==> src/rtl/ir_cash_arbiter_if.sv <==
// Request/response bundle between the two cache requesters, the arbiter and the
// instruction cache read port.
interface ir_cash_arbiter_if #(
   parameter int unsigned DATA_WIDTH = 8,
   parameter int unsigned ADDR_WIDTH = 8
);
   logic                  ld_req;
   logic [ADDR_WIDTH-1:0] ld_addr;
   logic                  ld_gnt;
   logic                  ld_rvalid;
   logic [DATA_WIDTH-1:0] ld_rdata;
   logic                  fe_req;
   logic [ADDR_WIDTH-1:0] fe_addr;
   logic                  fe_gnt;
   logic                  fe_rvalid;
   logic [DATA_WIDTH-1:0] fe_rdata;
   logic                  cash_ren;
   logic [ADDR_WIDTH-1:0] cash_addr;
   logic [DATA_WIDTH-1:0] cash_rdata;

   // Arbiter side
   modport slave (
      input  ld_req, ld_addr, fe_req, fe_addr, cash_rdata,
      output ld_gnt, ld_rvalid, ld_rdata, fe_gnt, fe_rvalid, fe_rdata,
             cash_ren, cash_addr
   );

   // Requester / cache side
   modport master (
      output ld_req, ld_addr, fe_req, fe_addr, cash_rdata,
      input  ld_gnt, ld_rvalid, ld_rdata, fe_gnt, fe_rvalid, fe_rdata,
             cash_ren, cash_addr
   );
endinterface

==> src/rtl/ir_cash_arbiter.sv <==
// Shares the instruction-cache read port between the IR loader and the decoder
// fetch. One read in flight at a time; loader has priority, bounded by a burst
// counter so a pending fetch is served after MAX_BURST consecutive loader reads.
module ir_cash_arbiter #(
   parameter int unsigned DATA_WIDTH = 8,
   parameter int unsigned ADDR_WIDTH = 8,
   parameter int unsigned RD_LAT     = 1,
   parameter int unsigned MAX_BURST  = 4
) (
   input  logic            clk,
   input  logic            rst,
   ir_cash_arbiter_if.slave bus,
   output logic            busy
);

   typedef enum logic [1:0] {IDLE, ISSUE, WAIT, RESP} state_t;

   localparam logic [3:0] BURST_LIM = 4'(MAX_BURST);
   localparam logic [1:0] LAT_INIT  = 2'((RD_LAT > 1) ? (RD_LAT - 2) : 0);

   state_t                state;
   logic                  owner_fe;
   logic [3:0]            burst_cnt;
   logic [1:0]            lat_cnt;
   logic [ADDR_WIDTH-1:0] addr_q;
   logic                  ren_q;
   logic                  ld_gnt_q;
   logic                  fe_gnt_q;
   logic                  ld_rv_q;
   logic                  fe_rv_q;
   logic                  any_req;
   logic                  pick_fe;
   logic [DATA_WIDTH-1:0] rdata;

   // Arbitration decision: fetch wins when alone or when the loader burst is used up
   always_comb begin
      any_req = bus.ld_req | bus.fe_req;
      pick_fe = bus.fe_req & (~bus.ld_req | (burst_cnt == BURST_LIM));
   end

   // Transaction FSM with registered grant/enable/valid pulses
   always_ff @(posedge clk or posedge rst) begin
      if (rst) begin
         state     <= IDLE;
         owner_fe  <= 1'b0;
         burst_cnt <= '0;
         lat_cnt   <= '0;
         addr_q    <= '0;
         ren_q     <= 1'b0;
         ld_gnt_q  <= 1'b0;
         fe_gnt_q  <= 1'b0;
         ld_rv_q   <= 1'b0;
         fe_rv_q   <= 1'b0;
      end else begin
         ren_q    <= 1'b0;
         ld_gnt_q <= 1'b0;
         fe_gnt_q <= 1'b0;
         ld_rv_q  <= 1'b0;
         fe_rv_q  <= 1'b0;
         case (state)
            IDLE, RESP: begin
               // A loader win with fetch waiting is the only case that extends the burst
               if (!bus.fe_req || pick_fe) burst_cnt <= '0;
               else                        burst_cnt <= burst_cnt + 4'd1;
               if (any_req) begin
                  state    <= ISSUE;
                  owner_fe <= pick_fe;
                  addr_q   <= pick_fe ? bus.fe_addr : bus.ld_addr;
                  ren_q    <= 1'b1;
                  ld_gnt_q <= ~pick_fe;
                  fe_gnt_q <= pick_fe;
               end else begin
                  state <= IDLE;
               end
            end
            ISSUE: begin
               if (RD_LAT == 1) begin
                  state   <= RESP;
                  ld_rv_q <= ~owner_fe;
                  fe_rv_q <= owner_fe;
               end else begin
                  state   <= WAIT;
                  lat_cnt <= LAT_INIT;
               end
            end
            WAIT: begin
               if (lat_cnt == '0) begin
                  state   <= RESP;
                  ld_rv_q <= ~owner_fe;
                  fe_rv_q <= owner_fe;
               end else begin
                  lat_cnt <= lat_cnt - 2'd1;
               end
            end
            default: state <= IDLE;
         endcase
      end
   end

   assign rdata         = bus.cash_rdata;
   assign bus.cash_ren  = ren_q;
   assign bus.cash_addr = addr_q;
   assign bus.ld_gnt    = ld_gnt_q;
   assign bus.fe_gnt    = fe_gnt_q;
   assign bus.ld_rvalid = ld_rv_q;
   assign bus.fe_rvalid = fe_rv_q;
   assign bus.ld_rdata  = ld_rv_q ? rdata : '0;
   assign bus.fe_rdata  = fe_rv_q ? rdata : '0;
   assign busy          = (state != IDLE);

endmodule

==> src/flat_wrapper.sv <==
// flat-port wrapper written by rule: the top's interface ports become plain ports
module ir_cash_arbiter_flat 
#(
   parameter int unsigned DATA_WIDTH = 8,
   parameter int unsigned ADDR_WIDTH = 8,
   parameter int unsigned RD_LAT     = 1,
   parameter int unsigned MAX_BURST  = 4
)
  (clk, rst, busy, bus_ld_req, bus_ld_addr, bus_fe_req, bus_fe_addr, bus_cash_rdata, bus_ld_gnt, bus_ld_rvalid, bus_ld_rdata, bus_fe_gnt, bus_fe_rvalid, bus_fe_rdata, bus_cash_ren, bus_cash_addr);
  ir_cash_arbiter_if #(.DATA_WIDTH(DATA_WIDTH), .ADDR_WIDTH(ADDR_WIDTH)) bus_i ();
  input  logic clk;
  input  logic rst;
  output logic busy;
  input wire logic [$bits(bus_i.ld_req)-1:0] bus_ld_req;
  input wire logic [$bits(bus_i.ld_addr)-1:0] bus_ld_addr;
  input wire logic [$bits(bus_i.fe_req)-1:0] bus_fe_req;
  input wire logic [$bits(bus_i.fe_addr)-1:0] bus_fe_addr;
  input wire logic [$bits(bus_i.cash_rdata)-1:0] bus_cash_rdata;
  output wire logic [$bits(bus_i.ld_gnt)-1:0] bus_ld_gnt;
  output wire logic [$bits(bus_i.ld_rvalid)-1:0] bus_ld_rvalid;
  output wire logic [$bits(bus_i.ld_rdata)-1:0] bus_ld_rdata;
  output wire logic [$bits(bus_i.fe_gnt)-1:0] bus_fe_gnt;
  output wire logic [$bits(bus_i.fe_rvalid)-1:0] bus_fe_rvalid;
  output wire logic [$bits(bus_i.fe_rdata)-1:0] bus_fe_rdata;
  output wire logic [$bits(bus_i.cash_ren)-1:0] bus_cash_ren;
  output wire logic [$bits(bus_i.cash_addr)-1:0] bus_cash_addr;
  assign bus_i.ld_req = bus_ld_req;
  assign bus_i.ld_addr = bus_ld_addr;
  assign bus_i.fe_req = bus_fe_req;
  assign bus_i.fe_addr = bus_fe_addr;
  assign bus_i.cash_rdata = bus_cash_rdata;
  assign bus_ld_gnt = bus_i.ld_gnt;
  assign bus_ld_rvalid = bus_i.ld_rvalid;
  assign bus_ld_rdata = bus_i.ld_rdata;
  assign bus_fe_gnt = bus_i.fe_gnt;
  assign bus_fe_rvalid = bus_i.fe_rvalid;
  assign bus_fe_rdata = bus_i.fe_rdata;
  assign bus_cash_ren = bus_i.cash_ren;
  assign bus_cash_addr = bus_i.cash_addr;
  ir_cash_arbiter #(.DATA_WIDTH(DATA_WIDTH), .ADDR_WIDTH(ADDR_WIDTH), .RD_LAT(RD_LAT), .MAX_BURST(MAX_BURST)) u_core (.clk(clk), .rst(rst), .bus(bus_i), .busy(busy));
endmodule
==> config.mk <==
export PLATFORM = sky130hd
export DESIGN_NAME = ir_cash_arbiter_flat
export DESIGN_NICKNAME = d
export VERILOG_FILES = /design/src/rtl/ir_cash_arbiter_if.sv /design/src/rtl/ir_cash_arbiter.sv /design/src/flat_wrapper.sv
export SDC_FILE = /design/constraint.sdc
export NUM_CORES = 1
export LEC_CHECK = 0
export ABC_AREA = 1
export ABC_CLOCK_PERIOD_IN_PS = 1800
export CORE_ASPECT_RATIO = 1.5
export CORE_MARGIN = 10
export CORE_UTILIZATION = 55
export DETAILED_ROUTE_END_ITERATION = 8
export DONT_BUFFER_PORTS = 1
export GPL_ROUTABILITY_DRIVEN = 0
export GPL_TIMING_DRIVEN = 0
export PLACE_DENSITY_LB_ADDON = 0.15
export RECOVER_POWER = 100
export SYNTH_ARGS = -nofsm -noshare
export SYNTH_HDL_FRONTEND = slang
export SYNTH_SLANG_ARGS = --single-unit
==> constraint.sdc <==
create_clock -name clk -period 1.8 [get_ports clk]
set_input_delay 0.18 -clock clk [delete_from_list [all_inputs] [get_ports clk]]
set_output_delay 0.18 -clock clk [all_outputs]
set_load 0.05 [all_outputs]
==> out/qor.yml, run 1 <==
routing:
  wl_met3_um: 291
  drt_iter0_markers: 37
  routed.top_layer: "met4"
  num_vias: 1008
  via_per_inst: 5.20
  wl_per_cell_um: 15.3
  routed_wl_um: 2970
  ant_nets: 0
  met1Wirelength_um: 1070
  drt_pass1_iterations: 4
  drc_errors: 0
  met2_length_um: 1560
grt:
  antenna_found_initial: 0
  grt_use_total: 0.129
  grt_max_degree: 23
  grt_pass1_wl_um: 4920
  grt_pass1_vias: 1065
  grt_remaining_overflow: 0
sta:
  fin_skew_ps: 1.02
  rsz0062_at_grt: "no"
  timing.hold.ws_ps: 24.7
  slew_viol_final: 0
  finalSetupViolations: 0
  fmax_mhz: 586
  period_share: 0.948
  worst_pin_slew_ps: 802
  hold_viol_final: 0
  fin_crit_ps: 1710
  fin_ws_ps: 94.0
  relSlewSlack: 0.464
  fin_tns_setup_ps: 0
finish:
  fin_area_um2: 1350
  utilization: 0.617
  final_common_cell: "nand2_1"
  area.growth.synth_to_final_pct: 8.91
  antenna_cells: 0
  final_cell_mix: "nand2_1, inv_1, dfrtp_1"
  instances_no_fill: 194
  layout-drive-gt1-share: 0.158
  nNetsFinal: 207
critical_path:
  cp_cell_sequence: "clkbuf_1 > nand2_1 > clkinvlp_4"
  cp-start-kind: "flip-flop"
  path_class: "reg -> out"
  required_ps: 1620
  cp_max_fo: 8
  critPathMaxStageDelay_ps: 540
  crit_path_top_delay_cell: "dfrtp_2"
  crit_path_end_kind: "primary output"
  cp.arrival_ps: 1530
clocking:
  clk_pin_slew_worst_paths_ps: 110
  clock_sinks: 22
  cts_setup_buffers: 0
  cts-buffers-inserted: 3
  cts_tree: "built"
  root_buffer: "clkbuf_4"
  cts_buffer_depth: 2
  htreeDepth: 1
  clkLatencyLatePin_ps: 300
yosys:
  synth.area.top_cells: "dfrtp_1, inv_1, nand2_1"
  yosysUniqueCellTypes: 22
  yosys.area.top_type_share: 0.445
  synth.cell_area_um2: 1240
  yosysSeqAreaShare: 0.445
  yosys.area.top_type: "dfrtp_1"
  ys_warn_count: 0
  synth.avg_cell_area_um2: 7.40
  syn-num-nets: 201
  syn_inst: 167
  synth_seq_cells: 22
pwr:
  ir_drop_mv: 0.986
  p_leak_nw: 0.659
  p_total_mw: 2.31
  power_density_nw_per_um2: 1710
place:
  numPlacedInstances: 190
  postPlaceCellArea_um2: 1260
  place_hpwl_um: 2350
  pre_cts_ws_ps: 211
  portBuffers: 0
die:
  design.portCount: 58
  die_w_um: 58.7
  core_area_um2: 2180
  initial_core_util: 0.567
  die_area_um2: 4580
  die_y_um: 78.1
  rows: 21
job:
  cap_violations: 0
status:
  status: "finished clean"
min_path:
  hold_path.class: "in -> reg"
-- where the power goes --
group	leakage [nW]	internal (mW)	switching, mW
Combinational	0.369	0.214	0.630
Clock	0.0138	0.0781	0.134
Sequential	0.276	0.666	0.582
-- repair_timing --
item	4_1_cts	5_1_grt
endpoints found under the setup margin	16	16
hold buffers	1	0
endpoints found under the hold margin	22	0
resized for setup	2	16
-- registers in the layout (all words and copies together) (netlist names) --
register,flops
u_core.bus.ld_rvalid,1
u_core.state,2
u_core.lat_cnt,2
u_core.bus.ld_gnt,1
u_core.bus.fe_gnt,1
u_core.bus.fe_rvalid,1
u_core.owner_fe,1
u_core.bus.cash_ren,1
u_core.burst_cnt,4
u_core.bus.cash_addr,8
-- final timing paths --
check                                     start                 endpoint  slack (ps)  depth (start not counted)
setup / recovery           u_core.bus.fe_rvalid          bus_fe_rdata[6]          90                          3
hold / removal                   bus_ld_addr[3]  u_core.bus.cash_addr[3]          20                          2
setup reg to reg                u_core.state[0]  u_core.bus.cash_addr[3]         150                          7
hold reg to reg                 u_core.owner_fe     u_core.bus.ld_rvalid         470                          1
max in group asynchronous                   rst     u_core.bus.ld_rvalid         800                          2
min in group asynchronous                   rst  u_core.bus.cash_addr[4]         460                          2
-- area by class of cell --
class                   instances  area (um^2)
inverters                      47          236
well taps                      23         28.8
fillers                       192          835
multi-input cells              93          473
plain buffers                   5         22.5
flip-flops and latches         22          553
clock buffers                   3         22.5
repair buffers                  1         10.0
-- cells in the mapped netlist --
cell / instances
a21oi_2: 1
ha_1: 6
clkbuf_1: 2
nor2_4: 1
buf_6: 1
nand3_1: 19
buf_2: 1
inv_2: 2
a21oi_1: 2
nand2_2: 1
xnor2_1: 1
nor2_2: 2
buf_4: 1
xor2_1: 2
dfrtp_1: 22
inv_1: 45
nand4_1: 2
o21ai_0: 4
a22oi_1: 1
nor2_1: 8
o21ai_1: 1
nand2_1: 42
-- layer usage --
layer / GRT usage / up-vias
met5: 0 / -
met4: 0.0415 / 0
met3: 0.0499 / 4
met2: 0.225 / 37
met1: 0.136 / 472
li1: - / 495
-- kinds of logic (layout without fill, tap and decap cells) --
family	count (synthesis)	after routing	synth area share
simple gates	75	75	0.263
fa+ha+maj	6	6	0.0607
xor+xnor	3	3	0.0213
buf+inv	52	56	0.168
compound gates	9	9	0.0415
flops	22	22	0.445
-- worst max-delay path, delay by kind of cell, from the launching register on --
family / cells / cell delay, ps
DFF: 1 / 540
buffers and inverters: 2 / 530
and+or+nand+nor: 1 / 150
Power figures use the tool's default switching activity.
==> run 2: changes to the inputs <==
ABC_CLOCK_PERIOD_IN_PS = 1410   (was 1800)
clock period = 1.41 ns   (was 1.8 ns; I/O delays follow)
==> run 2 against run 1 <==
The flow now finishes with violations (setup timing); hold slack lost 23 ps; sequential share of layout area shrank 4.3 points; sequential power grew 29%; die area is the same; clock skew grew 1.2 ps; clock-buffer cell count is the same; cell count grew 3.1%; register-to-register slack lost 140 ps.
==> out/qor.yml, run 2 (synthesized netlist as in run 1, its figures left out) <==
clocking:
  cts_buffer_depth: 2
  cts_tree: "built"
  clock_sinks: 22
  clk_pin_slew_worst_paths_ps: 110
  htreeDepth: 1
  root_buffer: "clkbuf_4"
  clkLatencyLatePin_ps: 300
  cts-buffers-inserted: 3
finish:
  antenna_cells: 0
  nNetsFinal: 213
  instances_no_fill: 200
  layout-drive-gt1-share: 0.345
  area.growth.synth_to_final_pct: 21.8
  fin_area_um2: 1510
  final_cell_mix: "inv_1, nand2_1, dfrtp_1"
  largest_reg_flops: 8
  utilization: 0.690
die:
  core_area_um2: 2180
  design.portCount: 58
  rows: 21
  die_y_um: 78.1
  die_w_um: 58.7
  die_area_um2: 4580
  initial_core_util: 0.567
grt:
  grt_remaining_overflow: 0
  antenna_found_initial: 0
  top_usage_layer: "met2"
  grt_use_met1: 0.142
  grt_pass1_wl_um: 5200
  met2_usage: 0.247
  grt_max_degree: 23
  grt_use_total: 0.137
  grt_pass1_vias: 1130
  grt_use_met3: 0.0483
routing:
  via_per_inst: 5.31
  drc_errors: 0
  drt_pass1_iterations: 4
  routed_wl_um: 3300
  drt_iter0_markers: 40
  wl_per_cell_um: 16.5
  ant_nets: 0
  num_vias: 1061
sta:
  fin_skew_ps: 2.20
  fin_crit_ps: 1520
  timing.hold.ws_ps: 2.06
  fmax_mhz: 658
  worst_pin_slew_ps: 811
  slew_viol_final: 0
  fin_ws_ps: -110
  relSlewSlack: 0.458
  hold_viol_final: 0
  finalSetupViolations: 16
  fin_tns_setup_ps: -1580
  period_share: 1.08
  rsz0062_at_grt: "yes"
place:
  numPlacedInstances: 190
  place_hpwl_um: 2350
  pre_cts_ws_ps: -179
  portBuffers: 0
  postPlaceCellArea_um2: 1260
critical_path:
  ff2ff_path_depth: 8
  r2r_start: "u_core.burst_cnt[0]"
  crit_path_end_kind: "primary output"
  regToRegSetupSlack_ps: 10
  cp_max_fo: 8
  required_ps: 1270
  rr_endpoint: "u_core.bus.cash_addr[1]"
  cp-start-kind: "flip-flop"
  path_class: "reg -> out"
  cp.arrival_ps: 1380
pwr:
  pwr-share-seq: 0.500
  clkPwrFrac: 0.086
  ir_drop_mv: 1.40
  power.net_switching_mw: 1.83
  power_frac_comb: 0.414
  intPower_mw: 1.39
  power_density_nw_per_um2: 2140
  p_leak_nw: 0.719
  p_sw_frac: 0.568
  p_total_mw: 3.22
min_path:
  worstHoldPathCells: 2
  hold_path_end: "u_core.bus.cash_addr[3]"
  min-delay-start: "bus_fe_addr[3]"
  hold_path.class: "in -> reg"
status:
  violations: "setup timing"
  status: "finished, violations left"
job:
  cap_violations: 0
## run 2: cell count changes in the layout (fill, tap and decap cells not counted), sizes merged
cell         change
buf              +8
clkbuf           -3
clkinvlp         +1
dlygate4sd3      +1
inv              -1
## run 2: cell type report
cell class / instances / area, um^2
fillers: 174 / 676
multi-input cells: 93 / 546
repair buffers: 7 / 57.6
plain buffers: 5 / 57.6
well taps: 23 / 28.8
clock buffers: 3 / 22.5
flip-flops and latches: 22 / 553
inverters: 47 / 240
## run 2: power by group through the flow
stage          clock, mW  combinational [mW]  sequential (mW)
2_1_floorplan          0               0.901             1.55
3_3_place_gp           0                1.03             1.60
3_5_place_dp           0                1.07             1.61
4_1_cts            0.282                1.19             1.61
5_1_grt            0.297                1.49             1.64
6_report           0.277                1.33             1.61
## run 2: routing by layer
metal	share of wire	wire, um
met1	0.36	1190
met2	0.55	1820
met3	0.075	247
met4	0.012	40
met5	0	0
## run 2: worst max path at each step
stage	start	endpoint	cells after the start
CTS	u_core.bus.ld_rvalid	bus_ld_rdata[7]	3
finish	u_core.bus.fe_rvalid	bus_fe_rdata[2]	3
detailed placement	u_core.state[0]	u_core.bus.cash_addr[3]	7
floorplan	u_core.bus.ld_rvalid	bus_ld_rdata[0]	3
global placement	u_core.state[0]	u_core.bus.cash_addr[3]	7
global route	u_core.bus.ld_rvalid	bus_ld_rdata[2]	3
## run 2: timing repair
action,CTS,global route
hold endpoints to repair,23,0
hold buffers,2,0
pin swaps,1,1
cloned,0,1
setup endpoints to repair,29,33
resized for setup,29,28
buffers inserted,1,3
## run 2: critical path, stage by stage, from the launching register on
cell	delay, ps
dfrtp_2	550
buf_8	200
nand2_2	90
clkinvlp_4	240
==> run 3: changes to the inputs <==
CORE_UTILIZATION = 35   (was 55)
==> run 3 against run 2 <==
The run still ends with setup timing left; largest power group unchanged; design area increased by 9.7%; clock-buffer cell count increased by 1; hold slack improved by 28 ps; first-iteration DRC count decreased by 73%; register-to-register slack improved by 90 ps; cell count increased by 11%; global-route usage decreased by 3.7 points; highest routed layer unchanged; die area increased by 39%; power increased by 8.5%; critical endpoint is now bus_ld_rdata[7]; clock skew increased by 1.3 ps; combinational power increased by 8%; largest cell class is now multi-input gates.
==> out/qor.yml, run 3 (synthesized netlist as in run 1, its figures left out) <==
sta:
  relSlewSlack: 0.416
  fin_ws_ps: -45.3
  worst_pin_slew_ps: 875
  hold_viol_final: 0
  fmax_mhz: 687
  rsz0062_at_grt: "yes"
  fin_skew_ps: 3.54
  fin_crit_ps: 1460
  period_share: 1.03
  slew_viol_final: 0
  finalSetupViolations: 16
grt:
  grt_use_total: 0.100
  antenna_found_initial: 0
  grt_pass1_wl_um: 5150
  grt_remaining_overflow: 0
  grt_pass1_vias: 1127
  grt_max_degree: 23
pwr:
  power_density_nw_per_um2: 2110
  pwr-share-seq: 0.459
  p_sw_frac: 0.539
  p_leak_nw: 0.861
  power.net_switching_mw: 1.88
  p_total_mw: 3.49
  power_frac_comb: 0.412
  intPower_mw: 1.61
  clkPwrFrac: 0.129
  ir_drop_mv: 1.21
clocking:
  clock_sinks: 22
  cts_tree: "built"
  clkLatencyLatePin_ps: 260
  htreeDepth: 1
  cts-buffers-inserted: 3
  root_buffer: "clkbuf_8"
  clk_pin_slew_worst_paths_ps: 80
  cts_buffer_depth: 2
die:
  rows: 26
  die_w_um: 68.5
  design.portCount: 58
  die_y_um: 92.8
  die_area_um2: 6360
  core_area_um2: 3420
  initial_core_util: 0.362
routing:
  wl_per_cell_um: 15.0
  num_vias: 1047
  via_per_inst: 4.74
  drc_errors: 0
  drt_pass1_iterations: 4
  ant_nets: 0
  drt_iter0_markers: 11
  routed_wl_um: 3310
critical_path:
  cp_max_fo: 8
  crit_path_top_delay_cell: "dfrtp_2"
  cp_cell_sequence: "buf_12 > nand2_4 > clkinvlp_4"
  path_class: "reg -> out"
  critPathMaxStageDelay_ps: 540
  crit_path_end_kind: "primary output"
  required_ps: 1270
  cp.arrival_ps: 1310
  cp-start-kind: "flip-flop"
finish:
  regArea_um2: 553
  area.growth.synth_to_final_pct: 33.6
  nNetsFinal: 214
  multi_input_area_um2: 621
  largest_reg_flops: 8
  antenna_cells: 0
  layout-drive-gt1-share: 0.352
  nFillCells: 307
  final_cell_mix: "inv_1, nand2_1, dfrtp_1"
  final_common_cell: "inv_1"
place:
  portBuffers: 0
  place_hpwl_um: 2390
  pre_cts_ws_ps: -166
min_path:
  hold_path.class: "in -> reg"
status:
  violations: "setup timing"
  status: "finished, violations left"
job:
  cap_violations: 0
[run 3: cell count changes in the layout (fill, tap and decap cells not counted), moves of 2 or more]
cell and delta:
nand2_2 -15, buf_12 +2, clkbuf_4 -3, nand2_4 +16
clkbuf_8 +4, buf_8 -2
[run 3: timing repair]
item / 4_1_cts / 5_1_grt
hold endpoints to repair: 22 / 0
cloned: 0 / 1
gates resized for setup: 35 / 38
endpoints found under the setup margin: 28 / 35
setup buffers: 3 / 3
hold buffers: 1 / 0
pin swaps: 2 / 7
[run 3: critical path, delay by kind of cell, from the launching register on]
kind                   cells  cell delay, ps
buffers and inverters      2             440
AND/OR/NAND/NOR            1              70
flip-flops                 1             540
[run 3: final timing paths]
path / end / cells after the start / slack (ps) / startpoint
min in group asynchronous: u_core.burst_cnt[2] / 2 / 500 / rst
worst max register to register: u_core.bus.cash_addr[3] / 7 / 100 / u_core.state[1]
worst min register to register: u_core.bus.ld_rvalid / 1 / 460 / u_core.owner_fe
worst min-delay path: u_core.bus.cash_addr[3] / 2 / 30 / bus_ld_addr[3]
worst max-delay path: bus_ld_rdata[7] / 3 / -50 / u_core.bus.ld_rvalid
max in group asynchronous: u_core.bus.fe_rvalid / 2 / 310 / rst
[run 3: routing by layer]
metal,track usage,up-vias,share of wire
met1,0.102,477,0.34
met2,0.177,51,0.50
li1,-,517,-
met4,0.0253,0,0.0063
met5,0,-,0
met3,0.0422,2,0.15
[run 3: power groups by stage]
stage / combinational, mW / sequential, mW / clock [mW]
after floorplan: 0.901 / 1.55 / 0
after global placement: 1.03 / 1.61 / 0
after detailed placement: 1.07 / 1.61 / 0
after CTS: 1.26 / 1.60 / 0.462
after global routing: 1.61 / 1.64 / 0.490
final: 1.44 / 1.60 / 0.451
[run 3: area by class of cell]
class,instances,area share
inverter,47,0.143
clock buffer,4,0.0333
timing repair buffer,8,0.0402
multi-input combinational,93,0.376
sequential,22,0.335
tap,42,0.0318
buffer,5,0.0409
[run 3: stage by stage]
step	setup TNS, ps	instance area [um^2]	cells	utilization	hold slack (ps)
floorplan	0	1240	167	-	130
global placement	-2110	1290	209	0.377	247
detailed placement	-2800	1290	209	0.377	269
CTS	-1140	1500	217	0.438	27.6
global route	-1250	1650	221	0.484	70.6
finish	-542	1650	221	0.484	29.7
